==> config.mk <==
export PLATFORM = sky130hd
export DESIGN_NAME = serial_sum_collector
export DESIGN_NICKNAME = d
export VERILOG_FILES = /design/src/rtl/serial_sum_collector_pkg.sv /design/src/rtl/serial_sum_collector_sipo.sv /design/src/rtl/serial_sum_collector.sv
export SDC_FILE = /design/constraint.sdc
export NUM_CORES = 1
export LEC_CHECK = 0
export ABC_CLOCK_PERIOD_IN_PS = 1500
export BUFFER_PORTS_ARGS = -buffer_cell sky130_fd_sc_hd__buf_2
export CAP_MARGIN = 15
export CORE_MARGIN = 4
export CORE_UTILIZATION = 47
export CTS_BUF_LIST = sky130_fd_sc_hd__clkbuf_8
export DETAILED_ROUTE_END_ITERATION = 8
export GPL_TIMING_DRIVEN = 0
export PLACE_DENSITY = 0.75
export SETUP_SLACK_MARGIN = 0.1
export SYNTH_ARGS = -nofsm -noshare
export SYNTH_HDL_FRONTEND = slang
export SYNTH_SLANG_ARGS = --single-unit
==> constraint.sdc <==
create_clock -name clk -period 1.5 [get_ports clk]
set_clock_uncertainty 0.15 [all_clocks]
set_input_delay 0.225 -clock clk [delete_from_list [all_inputs] [get_ports clk]]
set_output_delay 0.225 -clock clk [all_outputs]
set_load 0.01 [all_outputs]
==> src/rtl/serial_sum_collector_pkg.sv <==
// Shared types and sizing helpers for the serial sum collector.
// Imported by the collector top and its bit-capture register.
package serial_sum_collector_pkg;

  typedef enum logic {
    IDLE    = 1'b0,
    COLLECT = 1'b1
  } state_t;

  localparam int WIDTH_DEF = 4;

  function automatic int cnt_w(input int w);
    return (w < 2) ? 1 : $clog2(w);
  endfunction

endpackage

==> src/rtl/serial_sum_collector_sipo.sv <==
// Indexed serial-in parallel-out capture register.
// The clear and the indexed write may act together, which starts a new word.
module sipo_shift_reg
  import serial_sum_collector_pkg::*;
#(
  parameter int WIDTH = WIDTH_DEF,
  parameter int CW    = cnt_w(WIDTH)
) (
  input  logic             clk,
  input  logic             rst,
  input  logic             clr,
  input  logic             en,
  input  logic [CW-1:0]    idx,
  input  logic             din,
  output logic [WIDTH-1:0] q
);

  logic [WIDTH-1:0] q_d;

  always_comb begin
    q_d = clr ? '0 : q;
    if (en) q_d[idx] = din;
  end

  always_ff @(posedge clk) begin
    if (rst) q <= '0;
    else     q <= q_d;
  end

endmodule

==> src/rtl/serial_sum_collector.sv <==
// Assembles the LSB-first serial sum into a parallel word plus carry,
// with a single-entry valid/ready holding register and sticky error flags.
module serial_sum_collector
  import serial_sum_collector_pkg::*;
#(
  parameter int WIDTH = WIDTH_DEF
) (
  input  logic             clk,
  input  logic             rst,
  input  logic             bit_valid,
  input  logic             sum_bit,
  input  logic             carry_bit,
  input  logic             sof,
  output logic [WIDTH-1:0] sum_out,
  output logic             cout,
  output logic             out_valid,
  input  logic             out_ready,
  output logic             overrun,
  output logic             framing_err,
  output logic             busy
);

  localparam int CW = cnt_w(WIDTH);
  localparam logic [CW-1:0] LAST = CW'(WIDTH - 1);

  state_t           state_q, state_d;
  logic [CW-1:0]    cnt_q, cnt_d;
  logic             sr_clr, sr_en;
  logic [CW-1:0]    sr_idx;
  logic [WIDTH-1:0] sr_q;
  logic [WIDTH-1:0] word;
  logic             done, ferr_set, free;

  sipo_shift_reg #(
    .WIDTH (WIDTH),
    .CW    (CW)
  ) u_sipo (
    .clk  (clk),
    .rst  (rst),
    .clr  (sr_clr),
    .en   (sr_en),
    .idx  (sr_idx),
    .din  (sum_bit),
    .q    (sr_q)
  );

  always_ff @(posedge clk) begin
    if (rst) begin
      state_q <= IDLE;
      cnt_q   <= '0;
    end else begin
      state_q <= state_d;
      cnt_q   <= cnt_d;
    end
  end

  always_comb begin
    state_d  = state_q;
    cnt_d    = cnt_q;
    sr_clr   = 1'b0;
    sr_en    = 1'b0;
    done     = 1'b0;
    ferr_set = 1'b0;
    unique case (state_q)
      IDLE: begin
        if (bit_valid && sof) begin
          sr_clr  = 1'b1;
          sr_en   = 1'b1;
          cnt_d   = CW'(1);
          state_d = COLLECT;
        end
      end
      COLLECT: begin
        if (bit_valid) begin
          if (sof) begin
            sr_clr   = 1'b1;
            sr_en    = 1'b1;
            cnt_d    = CW'(1);
            ferr_set = 1'b1;
          end else if (cnt_q == LAST) begin
            done    = 1'b1;
            cnt_d   = '0;
            state_d = IDLE;
          end else begin
            sr_en = 1'b1;
            cnt_d = cnt_q + CW'(1);
          end
        end
      end
      default: ;
    endcase
  end

  assign sr_idx = sr_clr ? '0 : cnt_q;

  // The last bit bypasses the register so the word loads in its own cycle.
  always_comb begin
    word            = sr_q;
    word[WIDTH-1]   = sum_bit;
  end

  assign free = !out_valid || out_ready;
  assign busy = (state_q == COLLECT);

  always_ff @(posedge clk) begin
    if (rst) begin
      sum_out     <= '0;
      cout        <= 1'b0;
      out_valid   <= 1'b0;
      overrun     <= 1'b0;
      framing_err <= 1'b0;
    end else begin
      if (done && free) begin
        sum_out   <= word;
        cout      <= carry_bit;
        out_valid <= 1'b1;
      end else if (out_valid && out_ready) begin
        out_valid <= 1'b0;
      end
      if (done && !free) overrun <= 1'b1;
      if (ferr_set) framing_err <= 1'b1;
    end
  end

endmodule

* Word-level counts from Yosys, hierarchy flattened
Cells that the tools add are included.
** Storage, ports and cells
- Flip-flop bits (word level) :: 15
- Bits in latches :: 0
- Bits in writable memories :: 0
- ROM bits :: 0
- Bits of input ports :: 7
- Output and inout bits :: 9
- Logic and storage cells :: 53
- Memories :: 0
** Operators by class
- $add $sub $neg :: 1
- Multipliers :: 0
- Divide/modulo/power cells :: 0
- $lt $le $gt $ge :: 2
- Eq/ne operators :: 3
- Shift-type cells :: 0
- Multiplexer cells :: 28
- Bitwise gates (word level) :: 1
- Reductions and logical operators :: 10
** Operator list (number)
- $mux W1 :: 15
- $mux W2 :: 5
- $mux W4 :: 2
- $pmux W1 S2 :: 3
- $logic_and A1 B1 Y1 :: 5
- $bwmux W4 :: 1
- $ne A2 B2 Y1 const B :: 2
- $pmux W2 S2 :: 1
- $lt A2 B3 Y1 const B :: 1
- $add A2 B1 Y2 const B :: 1
- $demux W1 S2 :: 1
- $eq A2 B2 Y1 const B :: 1
- $ge A2 B1 Y1 const B :: 1
- $logic_not A1 Y1 :: 2
- $reduce_and A2 Y1 :: 1
- $reduce_bool A2 Y1 :: 1
- $logic_or A1 B1 Y1 :: 1
- $not A1 Y1 :: 1

* Logic depth before layout (Yosys ltp)
Gate-level depths: netlist of the first run.
- Depth after elaboration :: 10
- Gate-level depth with buffers :: 5
- Depth with buffers taken out :: 4

* By module
From an unflattened synthesis of the first run, not the netlist that was laid out.
** Second synthesis, totals
- Cells, all modules :: 68
- Area, all modules :: 643.1 sq um
** Modules (own cells, without submodules)
- serial_sum_collector :: instances 1, cells each 51, area each 454.2 sq um, sequential area each 220.2 sq um
- sipo_shift_reg :: instances 1, cells each 17, area each 188.9 sq um, sequential area each 80.1 sq um

* Worst setup path after synthesis of the first run
No wires, ideal clock.
- Path kind :: flip-flop to flip-flop
- From :: register cnt_q[0]
- To :: register u_sipo.q[0]
- Library setup time :: 0.136 ns
- Data arrival time :: 1.287 ns
- Data required time :: 1.214 ns
- Path slack :: -0.073 ns
- Cell stages (with the launch flop) :: 5
- Path buffers :: 0
- Cells stage by stage :: dfxtp_1 > ha_1 > or4b_4 > nand4b_1 > o311ai_2
** On the way
- Word-level cells in the longest chain between the ends :: 7
** RTL lines
- start, declared :: RTL line serial_sum_collector.sv:27 : logic [CW-1:0] cnt_q, cnt_d;
- start signal, assigned :: RTL line serial_sum_collector.sv:53 : cnt_q <= cnt_d;
- $mux W2 :: RTL line serial_sum_collector.sv:94 : assign sr_idx = sr_clr ? '0 : cnt_q;
- $lt A2 B3 Y1 (not written as such) or $ge A2 B1 Y1 (tied branches) :: RTL line serial_sum_collector_sipo.sv:22 : if (en) q_d[idx] = din;
- $logic_and A1 B1 Y1 (not written as such) :: RTL line serial_sum_collector_sipo.sv:22
- $mux W1 (not written as such) :: RTL line serial_sum_collector_sipo.sv:22
- $demux W1 S2
- $bwmux W4 :: RTL line serial_sum_collector_sipo.sv:22
- $mux W4 * :: RTL line serial_sum_collector_sipo.sv:22
- end signal, assigned :: RTL line serial_sum_collector_sipo.sv:27 : else q <= q_d;
- end, declared :: RTL line serial_sum_collector_sipo.sv:15 : output logic [WIDTH-1:0] q
Mark *: on every way between the ends. The rest lies on a longest branch, timed or not.
A chain may end at the register's enable or synchronous reset.

* Worst setup path in the final report of the first run
- From :: register cnt_q[1]
- To :: register u_sipo.q[0]
The elaborated chain is that of the path after synthesis.

==> flow_metrics.tcl, run 1 <==
set metrics [dict create \
    slew_viol_final 0 \
    diodes 0 \
    hold_buffers 0 \
    drt-wirelength-per-cell_um 15.0 \
    routed-wl-met2_um 809 \
    p_per_area_mw_per_mm2 969 \
    p_comb_share_pct 9.5 \
    grt_overflow 0 \
    pwr-share-clk_pct 44.0 \
    io_pins 16 \
    grt_max_degree 11 \
    p_leak_nw 0.342 \
    drive_above_1_share_pct 35.4 \
    die-height_um 44.6 \
    portBuffers 15 \
    path_clk_slew_ps 60 \
    finalNetCount 105 \
    grt_pass1_wl_mm 2.75 \
    failed_checks "setup timing" \
    max_freq_mhz 657 \
    critPathLaunchType "register" \
    synth_compound_area_share_pct 18.5 \
    finalHoldViolCount 0 \
    topRoutingLayerUsed "met4" \
    h-tree-depth 1 \
    syn_area_per_cell_sq_um 8.88 \
    postLayoutCoreUtil_pct 72.0 \
    num_vias 635 \
    power_mw 0.828 \
    synth_common_cells "dfxtp_1, a21oi_1, nand2_1" \
    final_area_sq_um 855 \
    cts_tree "done" \
    dpl-instance-area_sq_um 738 \
    path_max_fanout 5 \
    core-area_sq_mm 0.00119 \
    ys_types 22 \
    yosys.area.top_type_share_pct 44.4 \
    grt_pass1_vias 669 \
    cts_buffers 3 \
    wl_met3_um 108 \
    critPathKind "register to register" \
    yosys.area_share.adder_pct 1.98 \
    relSlewSlack_pct 68.4 \
    antenna_found_initial 0 \
    ys_seq_area_share_pct 44.4 \
    synth_simple_gate_area_share_pct 27.8 \
    setup_slack_ps -21.7 \
    insertion_delay_ps 240 \
    p_sw_mw 0.181 \
    synth-seq-cells 14 \
    synth.most_common_cell "dfxtp_1" \
    max_cap_viol_count 0 \
    swShare_pct 21.8 \
    cts_sinks 14 \
    p_seq_share_pct 46.5 \
    period_share_pct 101 \
    synth_top_family_by_area "simple AND/OR/NAND/NOR gates" \
    synthArstFlopShare_pct 0 \
    vdd_drop_max_uv 709 \
    ant_nets 0 \
    hold_class "input pin to register" \
    syn_inst 71 \
    startpoint "cnt_q[1]$_SDFFE_PP0P_" \
    finalSetupTns_ps -21.7 \
    rsz0062_at_grt "yes" \
    fin_hold_ws_ps 53.5 \
    fillCellCount 97 \
    viasPerCell 5.77 \
    crit_path_end_kind "register" \
    synthMuxAreaShare_pct 3.17 \
    period_needed_ps 1520 \
    cts_root_buf "clkbuf_8" \
    die_w_um 44.6 \
    min_from "rst" \
    status "finished, violations left" \
    crit_required_ps 1470 \
    wl_met1_um 723 \
    wl_mm 1.65 \
    synthFlopType "dfxtp_1" \
    synth_area_leader_cell "dfxtp_1" \
    critPathArrivalTime_ps 1490 \
    fp-row-count 12 \
    dp_hpwl_mm 1.03 \
    p_int_mw 0.647 \
    yosys_warnings 0 \
    tightest_slew_ps 474 \
    first_iter_violations 19 \
    r2r_start "cnt_q[1]$_SDFFE_PP0P_" \
    synthesis.area_sq_um 631 \
    fp.dieArea_sq_mm 0.00199 \
    setup_viol 1 \
    grt.total_usage_pct 19.0 \
    place_congestion 0.758 \
    syn-num-nets 79 \
    start_util_pct 53.2 \
    yosys-top-cells-area "dfxtp_1, a21oi_1, nand3_1" \
    drc_errors 0 \
    syn2layout_area_growth_pct 35.5 \
    synth_edf_count 0 \
    dr.pass1.iters 4 \
    yosys.area_share.xor_xnor_pct 0 \
    clockBufferDepth 2 \
]
power by group through the flow:
stage | logic (mW) | registers (mW) | clock network [mW]
after floorplan | 0.0388 | 0.396 | 0
after detailed placement | 0.0642 | 0.396 | 0
final | 0.0790 | 0.385 | 0.364
after global placement | 0.0618 | 0.396 | 0
after global routing | 0.0866 | 0.385 | 0.388
after CTS | 0.0757 | 0.384 | 0.370
what timing repair did:
action / 4_1_cts / 5_1_grt
setup buffers: 5 / 1
pin swaps: 2 / 3
setup endpoints to repair: 6 / 9
resized for setup: 4 / 6
cells by family after synthesis:
| family | Yosys count |
|---|---|
| buf+inv | 5 |
| fa+ha+maj | 1 |
| compound gates | 20 |
| simple gates | 29 |
| mux | 2 |
| flops | 14 |
metal layers:
| metal | vias up | track usage [%] |
|---|---|---|
| li1 | 311 | - |
| met1 | 299 | 21.1 |
| met2 | 23 | 31.8 |
| met3 | 2 | 8.13 |
| met4 | 0 | 6.63 |
| met5 | - | 0 |
critical path: stages, from the launching register on:
cell,delay (ps)
dfxtp_4,360
ha_4,180
or4b_4,490
nand4b_1,120
o311ai_2,100
per-stage QoR:
stage | instances | setup slack (ps)
floorplan | 71 | 34.3
global placement | 100 | 0.673
detailed placement | 100 | -23.7
CTS | 109 | -16.5
global route | 110 | -62.4
finish | 110 | -21.7
path summary, 6_finish.rpt:
check / cells after the start / to / slack [ps]
max: 4 / u_sipo.q[0]$_SDFF_PP0_ / -20
min: 2 / sum_out[0]$_SDFFE_PP0P_ / 50
max reg2reg: 4 / u_sipo.q[0]$_SDFF_PP0_ / -20
min reg2reg: 2 / overrun$_SDFFE_PP0P_ / 320
state kept, by name, indices dropped and copies added, names as in the netlist:
register,flops
overrun,1
framing_err,1
busy,1
cout,1
cnt_q,2
u_sipo.q,3
sum_out,4
out_valid,1
final cells by class:
cell class                 instances  area (sq um)  share of cell area [%]
inverter                           1          3.75                   0.439
multi-input combinational         52           347                    40.6
buffer                             4          23.8                    2.78
tap                               14          17.5                    2.05
clock buffer                       4          55.1                    6.44
timing repair buffer              21           120                    14.1
sequential                        14           288                    33.7
layout by cell type, fill, tap and decap left out, types with 2 or more instances in the layout:
cell type	netlist	layout
mux2i_1	2	2
nor3b_1	2	2
nor2_1	2	2
buf_2	0	16
o21ai_1	0	4
buf_4	0	6
dfxtp_4	0	2
a21oi_1	10	9
nand2_1	8	8
nand4b_1	3	3
clkbuf_1	3	2
nand3_1	7	7
clkbuf_8	0	4
o21ai_0	7	3
dfxtp_1	14	12
No activity file was read; power rests on OpenSTA's default activity.
==> run 2, diff against run 1 <==
--- a/config.mk
+++ b/config.mk
@@ -14,6 +14,7 @@
 export DETAILED_ROUTE_END_ITERATION = 8
 export GPL_TIMING_DRIVEN = 0
 export PLACE_DENSITY = 0.75
+export RECOVER_POWER = 25
 export SETUP_SLACK_MARGIN = 0.1
 export SYNTH_ARGS = -nofsm -noshare
 export SYNTH_HDL_FRONTEND = slang
==> flow_metrics.tcl, run 2 (same netlist as run 1, synthesis figures left out) <==
set metrics [dict create \
    critPathLaunchType "register" \
    max_cap_viol_count 0 \
    final_cell_mix "buf_2, dfxtp_1, a21oi_1, nand2_1, nand3_1" \
    period_needed_ps 1520 \
    status "finished, violations left" \
    dp_hpwl_mm 1.03 \
    cts_root_buf "clkbuf_8" \
    clockBufferDepth 2 \
    portBuffers 15 \
    largest-register "sum_out" \
    largestRegisters "sum_out: 4 flops, u_sipo.q: 3 flops, cnt_q: 2 flops" \
    num_vias 652 \
    relSlewSlack_pct 68.8 \
    vdd_drop_max_uv 713 \
    diodes 0 \
    drt-wirelength-per-cell_um 15.0 \
    cts_tree "done" \
    p_int_mw 0.647 \
    drive_above_1_share_pct 31.3 \
    wl_mm 1.65 \
    finalNetCount 105 \
    detailedPlace.worstSlack_ps -23.7 \
    grt_pass1_wl_mm 2.75 \
    largest_register_ffs 4 \
    p_leak_nw 0.324 \
    critPathArrivalTime_ps 1480 \
    io_pins 16 \
    setup_slack_ps -15.6 \
    swShare_pct 21.9 \
    fp.dieArea_sq_mm 0.00199 \
    period_share_pct 101 \
    antenna_found_initial 0 \
    p_per_area_mw_per_mm2 975 \
    core-area_sq_mm 0.00119 \
    crit_required_ps 1470 \
    grt_pass1_vias 669 \
    start_util_pct 53.2 \
    finalNonFillerCells 110 \
    fp-row-count 12 \
    tightest_slew_ps 468 \
    critPathKind "register to register" \
    cts_sinks 14 \
    syn2layout_area_growth_pct 34.7 \
    viasPerCell 5.93 \
    dp.cells 100 \
    die_w_um 44.6 \
    grt.total_usage_pct 19.0 \
    finalHoldViolCount 0 \
    fillCellCount 101 \
    grt_overflow 0 \
    hold_class "input pin to register" \
    p_sw_mw 0.181 \
    path_clk_slew_ps 60 \
    max_freq_mhz 660 \
    hold_buffers 0 \
    die-height_um 44.6 \
    cts_buffers 3 \
    crit_path_end_kind "register" \
    path_max_fanout 5 \
    rsz0062_at_grt "yes" \
    insertion_delay_ps 240 \
    ant_nets 0 \
    setup_viol 2 \
    p_seq_share_pct 46.4 \
    first_iter_violations 19 \
    grt_max_degree 11 \
    h-tree-depth 1 \
    dr.pass1.iters 4 \
    place_congestion 0.758 \
    finalSetupTns_ps -25.6 \
    failed_checks "setup timing" \
    p_comb_share_pct 9.5 \
    slew_viol_final 0 \
    drc_errors 0 \
    pwr-share-clk_pct 44.0 \
    fin_hold_ws_ps 54.2 \
]
## run 2: cell count changes in the layout (fill, tap and decap cells not counted), sizes merged
cell / before / now
buf: 23 / 19
clkbuf: 6 / 10
## run 2: critical path, stage by stage, from the launching register on
cell and delay [ps]:
dfxtp_4 360, ha_4 170, or4b_4 490, nand4b_1 110, o311ai_2 100
## run 2: per-stage QoR
stage	power (mW)	area, sq um	util (%)
finish	0.828	850	71.6
global route	0.860	850	71.6
CTS	0.830	843	71.1
detailed placement	0.460	738	62.2
global placement	0.457	738	62.2
floorplan	0.435	646	-
## run 2: power groups by stage
stage               Combinational [mW]  Sequential (mW)  Clock (mW)
floorplan                       0.0388            0.396           0
global placement                0.0618            0.396           0
detailed placement              0.0642            0.396           0
CTS                             0.0757            0.384       0.370
global route                    0.0864            0.385       0.388
finish                          0.0788            0.385       0.365
## run 2: cell type report
type / instances / area (sq um) / share of cell area, %
inverter: 1 / 3.75 / 0.442
sequential: 14 / 288 / 33.9
buffer: 4 / 23.8 / 2.80
timing repair buffer: 21 / 115 / 13.5
clock buffer: 4 / 55.1 / 6.48
tap: 14 / 17.5 / 2.06
multi-input combinational: 52 / 347 / 40.8
## run 2: what timing repair did
action | CTS | global route
cloned | 0 | 0
pin swaps | 2 | 3
setup buffers | 5 | 1
endpoints found under the setup margin | 6 | 9
resized for setup | 4 | 6
endpoints found under the hold margin | 0 | 0
## run 2: metal layers
layer	vias up	track usage [%]	part of all wire, %
li1	311	-	-
met1	316	21.1	44
met2	23	31.8	49
met3	2	8.13	6.3
met4	0	6.63	0.55
met5	-	0	0
## run 2: worst paths after layout
| kind | endpoint | slack (ps) | cells past startpoint | from |
|---|---|---|---|---|
| setup / recovery | u_sipo.q[0]$_SDFF_PP0_ | -20 | 4 | cnt_q[1]$_SDFFE_PP0P_ |
| hold / removal | sum_out[0]$_SDFFE_PP0P_ | 50 | 2 | rst |
| setup reg to reg | u_sipo.q[0]$_SDFF_PP0_ | -20 | 4 | cnt_q[1]$_SDFFE_PP0P_ |
| hold reg to reg | overrun$_SDFFE_PP0P_ | 320 | 2 | overrun$_SDFFE_PP0P_ |
==> run 3, diff against run 2 <==
--- a/config.mk
+++ b/config.mk
@@ -9,11 +9,10 @@
 export BUFFER_PORTS_ARGS = -buffer_cell sky130_fd_sc_hd__buf_2
 export CAP_MARGIN = 15
 export CORE_MARGIN = 4
-export CORE_UTILIZATION = 47
+export CORE_UTILIZATION = 38
 export CTS_BUF_LIST = sky130_fd_sc_hd__clkbuf_8
 export DETAILED_ROUTE_END_ITERATION = 8
 export GPL_TIMING_DRIVEN = 0
-export PLACE_DENSITY = 0.75
 export RECOVER_POWER = 25
 export SETUP_SLACK_MARGIN = 0.1
 export SYNTH_ARGS = -nofsm -noshare
==> flow_metrics.tcl, run 3 (same netlist as run 1, synthesis figures left out) <==
set metrics [dict create \
    drt-wirelength-per-cell_um 15.3 \
    path_max_fanout 4 \
    syn2layout_area_growth_pct 50.0 \
    status "finished, violations left" \
    cts_tree "done" \
    pwr-share-clk_pct 44.5 \
    cts_root_buf "clkbuf_8" \
    cts_buffers 3 \
    p_seq_share_pct 45.8 \
    p_int_mw 0.648 \
    crit_path_end_kind "register" \
    viasPerCell 5.58 \
    diodes 0 \
    final_common_cell "buf_2" \
    dp.cells 102 \
    insertion_delay_ps 250 \
    ant_nets 0 \
    fillCellCount 142 \
    critPathLaunchType "register" \
    slew_viol_final 0 \
    vdd_drop_max_uv 881 \
    crit_slowest_cell "or4b_4" \
    crit_chain "ha_4, or4b_4, nand4b_1, o311ai_2" \
    final_area_sq_um 946 \
    portBuffers 15 \
    regArea_sq_um 289 \
    grt_pass1_wl_mm 2.70 \
    critPathKind "register to register" \
    place_congestion 0.684 \
    rsz0062_at_grt "yes" \
    core-area_sq_mm 0.00154 \
    dr.pass1.iters 4 \
    grt.total_usage_pct 14.8 \
    wl_mm 1.73 \
    setup_viol 1 \
    die-height_um 48.7 \
    tightest_slew_ps 594 \
    h-tree-depth 1 \
    crit_family "simple AND/OR/NAND/NOR gates" \
    p_leak_nw 0.343 \
    cts_sinks 14 \
    crit_required_ps 1470 \
    drc_errors 0 \
    p_per_area_mw_per_mm2 888 \
    critical-path-max-stage-delay_ps 490 \
    period_share_pct 101 \
    path_clk_slew_ps 60 \
    grt_overflow 0 \
    max_cap_viol_count 0 \
    fp.dieArea_sq_mm 0.00238 \
    grt_pass1_vias 594 \
    drive_above_1_share_pct 46.4 \
    hold_class "input pin to register" \
    finalNetCount 106 \
    num_vias 631 \
    final_cell_mix "buf_2, dfxtp_1, nand2_1, buf_4" \
    grt_max_degree 11 \
    setup_slack_ps -11.7 \
    max_freq_mhz 662 \
    finalHoldViolCount 0 \
    dpl-instance-area_sq_um 741 \
    power_mw 0.840 \
    largest-register "sum_out" \
    period_needed_ps 1510 \
    clockBufferDepth 2 \
    p_sw_mw 0.192 \
    multi_input_area_sq_um 417 \
    cp_num_buf_inv 0 \
    swShare_pct 22.8 \
    failed_checks "setup timing" \
    largestRegisters "sum_out: 4 flops, u_sipo.q: 3 flops, cnt_q: 2 flops" \
    first_iter_violations 11 \
    relSlewSlack_pct 60.3 \
    dp_hpwl_mm 1.00 \
    io_pins 16 \
    die_w_um 48.7 \
    largest_register_ffs 4 \
    fp-row-count 14 \
    p_comb_share_pct 9.7 \
    start_util_pct 40.9 \
    finalNonFillerCells 113 \
    critPathArrivalTime_ps 1480 \
    fin_hold_ws_ps 52.8 \
    postLayoutCoreUtil_pct 61.4 \
    antenna_found_initial 0 \
]
## run 3: power groups by stage
stage | clock network (mW) | logic (mW) | registers [mW]
after floorplan | 0 | 0.0388 | 0.396
after global placement | 0 | 0.0625 | 0.396
after detailed placement | 0 | 0.0635 | 0.396
after CTS | 0.378 | 0.0764 | 0.384
after global routing | 0.393 | 0.0885 | 0.385
final | 0.374 | 0.0815 | 0.385
## run 3: layout make-up
class / instances / area share (%)
flip-flops and latches: 14 / 30.6
clock buffers: 4 / 5.82
well taps: 16 / 2.12
plain buffers: 4 / 3.57
multi-input cells: 52 / 44.0
inverters: 1 / 0.397
repair buffers: 22 / 13.5
## run 3: metal layers
layer | global-route usage (%) | part of all wire, % | vias up
met3 | 4.29 | 3.9 | 4
met4 | 10.3 | 2.2 | 0
met2 | 21.5 | 47 | 13
li1 | - | - | 315
met1 | 18.4 | 47 | 299
met5 | 0 | 0 | -
## run 3: what timing repair did
action | 4_1_cts | 5_1_grt
pin swaps | 10 | 3
buffers inserted | 7 | 0
resized for setup | 16 | 12
setup endpoints to repair | 7 | 9
hold buffers | 0 | 0
## run 3: worst reg2reg max path, cell delays in order (launching register included)
cell and delay, ps:
dfxtp_4 360, ha_4 160, or4b_4 490, nand4b_1 120, o311ai_2 100
## run 3: worst paths after layout
check                              from                 endpoint  slack [ps]  cells past startpoint
hold reg to reg       cout$_SDFFE_PP0P_        cout$_SDFFE_PP0P_         310                      2
setup / recovery  cnt_q[1]$_SDFFE_PP0P_   u_sipo.q[0]$_SDFF_PP0_         -10                      4
hold / removal                      rst  sum_out[0]$_SDFFE_PP0P_          50                      2
setup reg to reg  cnt_q[1]$_SDFFE_PP0P_   u_sipo.q[0]$_SDFF_PP0_         -10                      4
## run 3: through the flow
step / setup slack, ps / TNS [ps]
after floorplan: 34.3 / 0
after global placement: -9.23 / -9.23
after detailed placement: -35.6 / -35.6
after CTS: -17.5 / -17.5
after global routing: -46.4 / -80.4
final: -11.7 / -11.7
